`config.mk`:
```
export PLATFORM = sky130hd
export DESIGN_NAME = alu_result_buffer_flat
export DESIGN_NICKNAME = d
export VERILOG_FILES = /design/src/rtl/alu_pkg.sv /design/src/rtl/alu_result_buffer_if.sv /design/src/rtl/alu_result_buffer_sat_counter.sv /design/src/rtl/alu_result_buffer.sv /design/src/flat_wrapper.sv
export SDC_FILE = /design/constraint.sdc
export NUM_CORES = 1
export LEC_CHECK = 0
export ABC_AREA = 1
export BUFFER_PORTS_ARGS = -buffer_cell sky130_fd_sc_hd__clkbuf_2
export CORE_UTILIZATION = 59
export DETAILED_ROUTE_END_ITERATION = 10
export GPL_ROUTABILITY_DRIVEN = 0
export PLACE_DENSITY = 0.79
export SKIP_CTS_REPAIR_TIMING = 1
export SYNTH_ARGS = -nofsm -noshare
export SYNTH_HDL_FRONTEND = slang
export SYNTH_SLANG_ARGS = --single-unit
```
`constraint.sdc`:
```
create_clock -name i_clk -period 3.1 [get_ports i_clk]
set_clock_uncertainty 0.2 [all_clocks]
set_input_delay 0 -clock i_clk [delete_from_list [all_inputs] [get_ports i_clk]]
set_output_delay 0 -clock i_clk [all_outputs]
set_load 0.02 [all_outputs]
```
`src/rtl/alu_pkg.sv`:
```
// Shared ALU definitions: result width, opcode encodings and the stored result record.
// Imported by the result buffer, its interface and the bench.
package alu_pkg;

    localparam int DATA_W = 12;

    localparam logic [2:0] OP_ADD    = 3'b000;
    localparam logic [2:0] OP_SUB    = 3'b001;
    localparam logic [2:0] OP_AND    = 3'b010;
    localparam logic [2:0] OP_OR     = 3'b011;
    localparam logic [2:0] OP_XOR    = 3'b100;
    localparam logic [2:0] OP_MIN    = 3'b101;
    localparam logic [2:0] OP_MAX    = 3'b110;
    localparam logic [2:0] OP_ABSMAX = 3'b111;

    typedef struct packed {
        logic              ovf;
        logic [DATA_W-1:0] data;
    } alu_res_t;

endpackage

```
`src/rtl/alu_result_buffer_if.sv`:
```
// Bundle between the ALU/consumer side and the result buffer.
// The buffer uses the slave modport; the producer/consumer side uses master.
interface alu_result_buffer_if
    import alu_pkg::*;
#(
    parameter int DATA_W = alu_pkg::DATA_W,
    parameter int DEPTH  = 8,
    parameter int CNT_W  = 8
);
    localparam int CW = $clog2(DEPTH) + 1;

    logic              i_valid;
    logic [DATA_W-1:0] i_data;
    logic              i_overflow;
    logic              i_clr;
    logic              i_ready;
    logic              o_valid;
    logic [DATA_W-1:0] o_data;
    logic              o_overflow;
    logic              o_full;
    logic              o_empty;
    logic [CW-1:0]     o_count;
    logic [CNT_W-1:0]  o_drop_cnt;
    logic [CNT_W-1:0]  o_ovf_cnt;
    logic              o_ovf_sticky;

    modport master (
        output i_valid, i_data, i_overflow, i_clr, i_ready,
        input  o_valid, o_data, o_overflow, o_full, o_empty, o_count,
               o_drop_cnt, o_ovf_cnt, o_ovf_sticky
    );

    modport slave (
        input  i_valid, i_data, i_overflow, i_clr, i_ready,
        output o_valid, o_data, o_overflow, o_full, o_empty, o_count,
               o_drop_cnt, o_ovf_cnt, o_ovf_sticky
    );

endinterface

```
`src/rtl/alu_result_buffer_sat_counter.sv`:
```
// Saturating event counter: holds at all-ones instead of wrapping.
// clr has priority over inc so events in a clearing cycle are not counted.
module sat_counter
    import alu_pkg::*;
#(
    parameter int CNT_W = 8
) (
    input  logic             clk,
    input  logic             rst,
    input  logic             clr,
    input  logic             inc,
    output logic [CNT_W-1:0] count
);

    logic [CNT_W-1:0] count_q;
    logic [CNT_W-1:0] count_d;

    always_comb begin
        count_d = count_q;
        if (clr) begin
            count_d = '0;
        end else if (inc && (count_q != {CNT_W{1'b1}})) begin
            count_d = count_q + CNT_W'(1);
        end
    end

    always_ff @(posedge clk) begin
        if (rst) begin
            count_q <= '0;
        end else begin
            count_q <= count_d;
        end
    end

    assign count = count_q;

endmodule

```
`src/rtl/alu_result_buffer.sv`:
```
// First-word-fall-through FIFO behind the ALU. Absorbs bursts, drops and counts
// results that arrive while full, and keeps overflow statistics.
module alu_result_buffer
    import alu_pkg::*;
#(
    parameter int DATA_W = alu_pkg::DATA_W,
    parameter int DEPTH  = 8,
    parameter int CNT_W  = 8
) (
    input  logic                i_clk,
    input  logic                i_rst,
    alu_result_buffer_if.slave  bus
);

    localparam int PW = $clog2(DEPTH);
    localparam int CW = PW + 1;

    generate
        if ((DEPTH < 2) || ((DEPTH & (DEPTH - 1)) != 0)) begin : g_bad_depth
            $error("alu_result_buffer: DEPTH must be a power of 2 and at least 2");
        end
    endgenerate

    logic [DATA_W:0] mem_q [DEPTH];
    logic [PW-1:0]   rdPtr_q, rdPtr_d;
    logic [PW-1:0]   wrPtr_q, wrPtr_d;
    logic [CW-1:0]   count_q, count_d;
    logic            sticky_q, sticky_d;

    logic            full;
    logic            empty;
    logic            pop;
    logic            push;
    logic            drop;
    logic [DATA_W:0] headEntry;

    assign full  = (count_q == CW'(DEPTH));
    assign empty = (count_q == '0);
    assign pop   = !empty && bus.i_ready;
    // A full FIFO still accepts a result when the head leaves in the same cycle.
    assign push  = bus.i_valid && (!full || pop);
    assign drop  = bus.i_valid && full && !pop;

    always_comb begin
        rdPtr_d  = pop  ? rdPtr_q + PW'(1) : rdPtr_q;
        wrPtr_d  = push ? wrPtr_q + PW'(1) : wrPtr_q;
        count_d  = count_q;
        if (push && !pop) begin
            count_d = count_q + CW'(1);
        end else if (pop && !push) begin
            count_d = count_q - CW'(1);
        end
        sticky_d = sticky_q;
        if (bus.i_clr) begin
            sticky_d = 1'b0;
        end else if (bus.i_valid && bus.i_overflow) begin
            sticky_d = 1'b1;
        end
    end

    always_ff @(posedge i_clk) begin
        if (i_rst) begin
            rdPtr_q  <= '0;
            wrPtr_q  <= '0;
            count_q  <= '0;
            sticky_q <= 1'b0;
        end else begin
            rdPtr_q  <= rdPtr_d;
            wrPtr_q  <= wrPtr_d;
            count_q  <= count_d;
            sticky_q <= sticky_d;
        end
    end

    // Storage is deliberately left unreset; only the pointers define validity.
    always_ff @(posedge i_clk) begin
        if (push && !i_rst) begin
            mem_q[wrPtr_q] <= {bus.i_overflow, bus.i_data};
        end
    end

    sat_counter #(.CNT_W(CNT_W)) u_drop_cnt (
        .clk   (i_clk),
        .rst   (i_rst),
        .clr   (bus.i_clr),
        .inc   (drop),
        .count (bus.o_drop_cnt)
    );

    sat_counter #(.CNT_W(CNT_W)) u_ovf_cnt (
        .clk   (i_clk),
        .rst   (i_rst),
        .clr   (bus.i_clr),
        .inc   (push && bus.i_overflow),
        .count (bus.o_ovf_cnt)
    );

    assign headEntry        = mem_q[rdPtr_q];
    assign bus.o_valid      = !empty;
    assign bus.o_data       = empty ? '0 : headEntry[DATA_W-1:0];
    assign bus.o_overflow   = empty ? 1'b0 : headEntry[DATA_W];
    assign bus.o_full       = full;
    assign bus.o_empty      = empty;
    assign bus.o_count      = count_q;
    assign bus.o_ovf_sticky = sticky_q;

endmodule

```
`src/flat_wrapper.sv`:
```
// flat-port wrapper written by rule: the top's interface ports become plain ports
module alu_result_buffer_flat import alu_pkg::*;
#(
    parameter int DATA_W = alu_pkg::DATA_W,
    parameter int DEPTH  = 8,
    parameter int CNT_W  = 8
)
  (i_clk, i_rst, bus_i_valid, bus_i_data, bus_i_overflow, bus_i_clr, bus_i_ready, bus_o_valid, bus_o_data, bus_o_overflow, bus_o_full, bus_o_empty, bus_o_count, bus_o_drop_cnt, bus_o_ovf_cnt, bus_o_ovf_sticky);
  alu_result_buffer_if #(.DATA_W(DATA_W), .DEPTH(DEPTH), .CNT_W(CNT_W)) bus_i ();
  input  logic i_clk;
  input  logic i_rst;
  input wire logic [$bits(bus_i.i_valid)-1:0] bus_i_valid;
  input wire logic [$bits(bus_i.i_data)-1:0] bus_i_data;
  input wire logic [$bits(bus_i.i_overflow)-1:0] bus_i_overflow;
  input wire logic [$bits(bus_i.i_clr)-1:0] bus_i_clr;
  input wire logic [$bits(bus_i.i_ready)-1:0] bus_i_ready;
  output wire logic [$bits(bus_i.o_valid)-1:0] bus_o_valid;
  output wire logic [$bits(bus_i.o_data)-1:0] bus_o_data;
  output wire logic [$bits(bus_i.o_overflow)-1:0] bus_o_overflow;
  output wire logic [$bits(bus_i.o_full)-1:0] bus_o_full;
  output wire logic [$bits(bus_i.o_empty)-1:0] bus_o_empty;
  output wire logic [$bits(bus_i.o_count)-1:0] bus_o_count;
  output wire logic [$bits(bus_i.o_drop_cnt)-1:0] bus_o_drop_cnt;
  output wire logic [$bits(bus_i.o_ovf_cnt)-1:0] bus_o_ovf_cnt;
  output wire logic [$bits(bus_i.o_ovf_sticky)-1:0] bus_o_ovf_sticky;
  assign bus_i.i_valid = bus_i_valid;
  assign bus_i.i_data = bus_i_data;
  assign bus_i.i_overflow = bus_i_overflow;
  assign bus_i.i_clr = bus_i_clr;
  assign bus_i.i_ready = bus_i_ready;
  assign bus_o_valid = bus_i.o_valid;
  assign bus_o_data = bus_i.o_data;
  assign bus_o_overflow = bus_i.o_overflow;
  assign bus_o_full = bus_i.o_full;
  assign bus_o_empty = bus_i.o_empty;
  assign bus_o_count = bus_i.o_count;
  assign bus_o_drop_cnt = bus_i.o_drop_cnt;
  assign bus_o_ovf_cnt = bus_i.o_ovf_cnt;
  assign bus_o_ovf_sticky = bus_i.o_ovf_sticky;
  alu_result_buffer #(.DATA_W(DATA_W), .DEPTH(DEPTH), .CNT_W(CNT_W)) u_core (.i_clk(i_clk), .i_rst(i_rst), .bus(bus_i));
endmodule
```
After elaboration in Yosys (flattened, before gate mapping)
Memories as Yosys holds them, arrays and structs flattened. A register that Yosys moved wholly into a read port is not among the register bits.
Index checks and enable logic that the tools add are counted.
{ "word_totals": {"word_cells": 44, "ramBits": 104, "out_inout_bits": 37, "n_memories": 1, "reg_bits": 27, "in_bits": 18} }
{ "op_classes": {"add_sub_neg": 6, "reduce_logical": 20, "n_eq_ne": 3, "muxes": 8} }
{ "mem_list": {"columns": ["name", "depth", "width", "rd", "rd_ports_with_merged_regs", "write_ports", "line_no", "rtl"], "rows": [
  ["u_core.mem_q", 8, 13, 1, 1, 1, "alu_result_buffer.sv:24", "logic [DATA_W:0] mem_q [DEPTH];"]
]} }
{ "ops": {"columns": ["op", "n"], "rows": [
  ["adder 8 x 1 -> 8 bit, second input constant", 2],
  ["!= test 8 bit, second input constant", 2],
  ["two-way mux 12 bit", 1],
  ["logical AND 1 bit", 11],
  ["two-way mux 4 bit", 2],
  ["adder 3 x 1 -> 3 bit, second input constant", 2],
  ["two-way mux 3 bit", 2],
  ["logical NOT 1 bit", 5],
  ["adder 4 x 1 -> 4 bit, second input constant", 1],
  ["== test 4 bit, second input constant", 1],
  ["logical NOT 4 bit", 1],
  ["subtractor 4 x 1 -> 4 bit, second input constant", 1],
  ["two-way mux 1 bit", 3],
  ["nonzero test 2 bit", 1],
  ["OR reduction 2 bit", 1],
  ["logical OR 1 bit", 1]
]} }

Depth between registers and ports, before layout
{ "logic_depth": {"word_depth": 9, "depth_mapped": 15, "mapped_depth_nobuf": 15} }

Modules after synthesis
From an unflattened synthesis, not the netlist that was laid out.
{ "unflattened": {"cells_unflattened": 682, "area_unflattened_um2": 6189.7} }
{ "by_module_without_submodules": {"columns": ["module", "cells_each", "instances", "seq_area_each_um2", "area_per_inst_um2"], "rows": [
  ["alu_result_buffer", 536, 1, 3403.3, 5268.8],
  ["sat_counter", 73, 2, 160.2, 460.4]
]} }

Least setup slack after synthesis
No wires, ideal clock.
{ "synth_path": {"kind": "register to register", "from": "reg u_core.count_q[0], in the netlist u_core.bus.o_count[0]", "to": "mem u_core.mem_q[4][0] (netlist bit), enable pin", "path_stages_with_launch": 7, "setup_ns": 0.400, "slack_ns": 0.552, "period_less_slack_ns": 2.548, "required_time_ns": 2.500, "path_buffers": 0, "arrival_time_ns": 1.948, "cell_sequence": "dfxtp_1 nor2_4 nand3_2 nand2_2 inv_2 nand2_1 nor3_1"} }
{ "synth_via": {"elab_chain_cells": 8, "elab_cells_between_ends": 10, "cone_classes": "eq/ne (1); mux (2); reduce/logical (7)"} }
{ "synth_lines": {"columns": ["element", "line_no", "rtl"], "rows": [
  ["start, declared", "alu_result_buffer.sv:27", "logic [CW-1:0] count_q, count_d;"],
  ["start signal, assigned", "alu_result_buffer.sv:70", "count_q <= count_d;"],
  ["logical NOT 4 bit", "alu_result_buffer.sv:38", "assign empty = (count_q == '0);"],
  ["logical NOT 1 bit", "alu_result_buffer.sv:39", "assign pop = !empty && bus.i_ready;"],
  ["logical AND 1 bit", "alu_result_buffer.sv:39", null],
  ["logical OR 1 bit (*)", "alu_result_buffer.sv:41", "assign push = bus.i_valid && (!full || pop);"],
  ["logical AND 1 bit (*)", "alu_result_buffer.sv:41", null],
  ["logical AND 1 bit (*)", "alu_result_buffer.sv:77", "if (push && !i_rst) begin"],
  ["two-way mux 1 bit (*)", "alu_result_buffer.sv:77", null],
  ["two-way mux 1 bit (not written as such) (*)", "alu_result_buffer.sv:78", "mem_q[wrPtr_q] <= {bus.i_overflow, bus.i_data};"],
  ["end, declared", "alu_result_buffer.sv:24", null]
]} }
Every way passes the cells marked *; elsewhere a longest branch is shown, timed or not.

==> reports/results.ini <==
[status]
status = complete, no violations

[clock_tree]
h-tree-depth = 4
cts_tree = done
clock_latency_ns = 0.52
path_clk_slew_ns = 0.06
clk_path_buf_depth = 2
cts_root_buf = clkbuf_8
clock-sinks = 134
numCtsBuffers = 17

[global_route]
grt_remaining_overflow = 0
track_usage = 0.266
grt_pass1_vias = 4124
antenna_found_initial = 0
grt_max_degree = 53
grt_pass1_wl_mm = 20.0

[floorplanning]
die_area_sq_mm = 0.0101
die_h_microns = 101
rows = 35
die_w_microns = 101
io_pins = 55
core_sq_mm = 0.00933
start_util = 0.615

[synthesis]
yosys.cell_count.top_type = nor2_1
synth_area_leader_cell = edfxtp_1
synth_cells = 553
synth_top_area_frac = 0.544
synth_flop_cell = edfxtp_1
ys_seq_area_frac = 0.649
ys.warnings.count = 0
avgSynthCellArea_sq_um = 10.4
synthTopCellsByCount = nor2_1 (110), edfxtp_1 (104), nand2_1 (89)
synthTopCellsByArea = edfxtp_1 (54%), dfxtp_1 (10%), nor2_1 (7.2%)
ys_seq_elements = 134
synth-edff-count = 104
synth.cell_area_sq_mm = 0.00574
synth.distinct_cells = 29
async_flop_share = 0
synthesis.nets = 579

[routing]
drt_iter0_drc = 248
routed_wl_mm = 12.6
vias_per_cell = 5.55
wl_per_cell_microns = 16.2
remaining_drc_errors = 0
vias = 4328
ant_nets = 0
drt-pass1-iter-count = 6

[worst_setup_path]
crit_chain = buf_4, inv_2, o21ai_0, o22ai_1, nor2_1, nor2_1, clkbuf_2
crit_slowest_cell = inv_2
cpMostUsedCell = nor2_1
crit_path_end_kind = primary output
crit_fanout = 52
slowest_delay_ns = 0.65
start_kind = register
cp_data_arrival_time_ns = 2.60
worst-endpoint-required_ns = 2.90
reg2reg_from = u_core.u_drop_cnt.count[0]
worstSetupPathType = reg -> out

[finish]
final_layout_size_suffix_gt1_frac = 0.181
fin_nets = 664
n_fill_cell = 642
fin_area_sq_mm = 0.00699
diodes = 0
syn_to_final_growth_pct = 21.8

[min_path]
hp-start = bus_i_data[11]
hold_path.class = in -> reg

[sta]
setup_viol = 0
rsz0062_at_grt = no
finalHoldViolations = 0
worst_slew_pin_slew_ns = 1.06
period_minus_slack_ns = 2.80
fmax_ghz = 0.358
tns_ns = 0
finalCritPeriodShare = 0.902
slew_violations = 0
relSlewSlack = 0.289

[placement]
dp_hpwl_mm = 7.41
place_area_sq_mm = 0.00618
port_buffers = 54

[pwr]
p_leak_nw = 2.74
ir_drop_mv = 0.489
powerDensity_mw_per_mm2 = 763

[flow_run]
maxCapViolCount = 0

cells in the final DEF, fill, tap and decap left out, types with 2 or more instances in the layout:
| cell | count |
|---|---|
| inv_1 | 34 |
| nand2_2 | 3 |
| nand2_1 | 89 |
| clkbuf_8 | 3 |
| o211ai_1 | 13 |
| edfxtp_1 | 104 |
| o22ai_1 | 13 |
| nor3_2 | 4 |
| ha_1 | 7 |
| clkbuf_2 | 54 |
| o21ai_0 | 59 |
| xor2_1 | 8 |
| inv_2 | 3 |
| buf_4 | 13 |
| nand3b_1 | 3 |
| clkbuf_4 | 2 |
| nor2_4 | 3 |
| dfxtp_1 | 30 |
| dlygate4sd3_1 | 20 |
| xnor2_1 | 3 |
| o21ai_1 | 2 |
| a21oi_1 | 24 |
| nand3_1 | 11 |
| nor2_1 | 110 |
| inv_4 | 4 |
| nand3_2 | 3 |
| clkbuf_16 | 20 |
| nor2_2 | 2 |
sequential cells by signal, summed over array words and instances, names as in the netlist, named ones only:
name / flops
u_core.u_drop_cnt.count: 8
u_core.u_ovf_cnt.count: 8
u_core.rdPtr_q: 3
u_core.wrPtr_q: 3
u_core.bus.o_ovf_sticky: 1
u_core.bus.o_count: 4
u_core.mem_q: 104
worst paths after layout:
| path | cells past startpoint | slack (ns) | end |
|---|---|---|---|
| worst min register to register | 2 | 0.29 | u_core.bus.o_ovf_sticky |
| worst max register to register | 9 | 0.39 | u_core.u_drop_cnt.count[0] |
| worst min-delay path | 2 | 0.09 | u_core.mem_q[1][11] |
| worst max-delay path | 7 | 0.30 | bus_o_overflow |
metal layers:
metal / vias up / track usage / wire length, microns
li1: 2075 / - / -
met1: 2056 / 0.334 / 5280
met2: 174 / 0.439 / 6310
met3: 23 / 0.0687 / 814
met4: 0 / 0.117 / 218
met5: - / 0 / 0
cells by family after synthesis:
group | Yosys count | synth area share
AOI/OAI and AO/OA | 111 | 0.105
xor gates and xnor gates | 11 | 0.0168
adders and majority gates | 8 | 0.0188
buffers and inverters | 58 | 0.0419
DFF | 134 | 0.649
and+or+nand+nor | 231 | 0.168
worst max-delay path: cells and delay by family, from the launching register on:
kind	cells	cell delay, ns
buffers and inverters	3	1.07
AOI/OAI and AO/OA	2	0.39
DFF	1	0.29
and+or+nand+nor	2	0.28
layout make-up:
type | instances | area, sq um | area share
Sequential cell | 134 | 3720 | 0.533
Multi-Input combinational cell | 361 | 1790 | 0.257
Timing Repair Buffer | 87 | 568 | 0.0813
Clock buffer | 25 | 557 | 0.0797
Tap cell | 129 | 161 | 0.0231
Inverter | 37 | 139 | 0.0199
Clock inverter | 7 | 47.5 | 0.00680
power by group:
part	internal, W	switching (W)	total, W
registers	0.00200	0.0000689	0.00207
clock network	0.00124	0.000734	0.00197
logic	0.000406	0.000883	0.00129
total	0.00365	0.00169	0.00534
through the flow:
stage | std cells | util | hold slack, ns | total power (W) | setup WS [ns]
global route | 780 | 0.749 | 0.109 | 0.00557 | 0.187
CTS | 760 | 0.728 | -0.457 | 0.00533 | 0.331
detailed placement | 728 | 0.663 | 0.0832 | 0.00337 | 0.715
floorplan | 553 | - | -0.131 | 0.00298 | 0.552
finish | 780 | 0.749 | 0.0883 | 0.00534 | 0.305
global placement | 728 | 0.663 | 0.0693 | 0.00332 | 0.850
No activity file was read; power rests on OpenSTA's default activity.
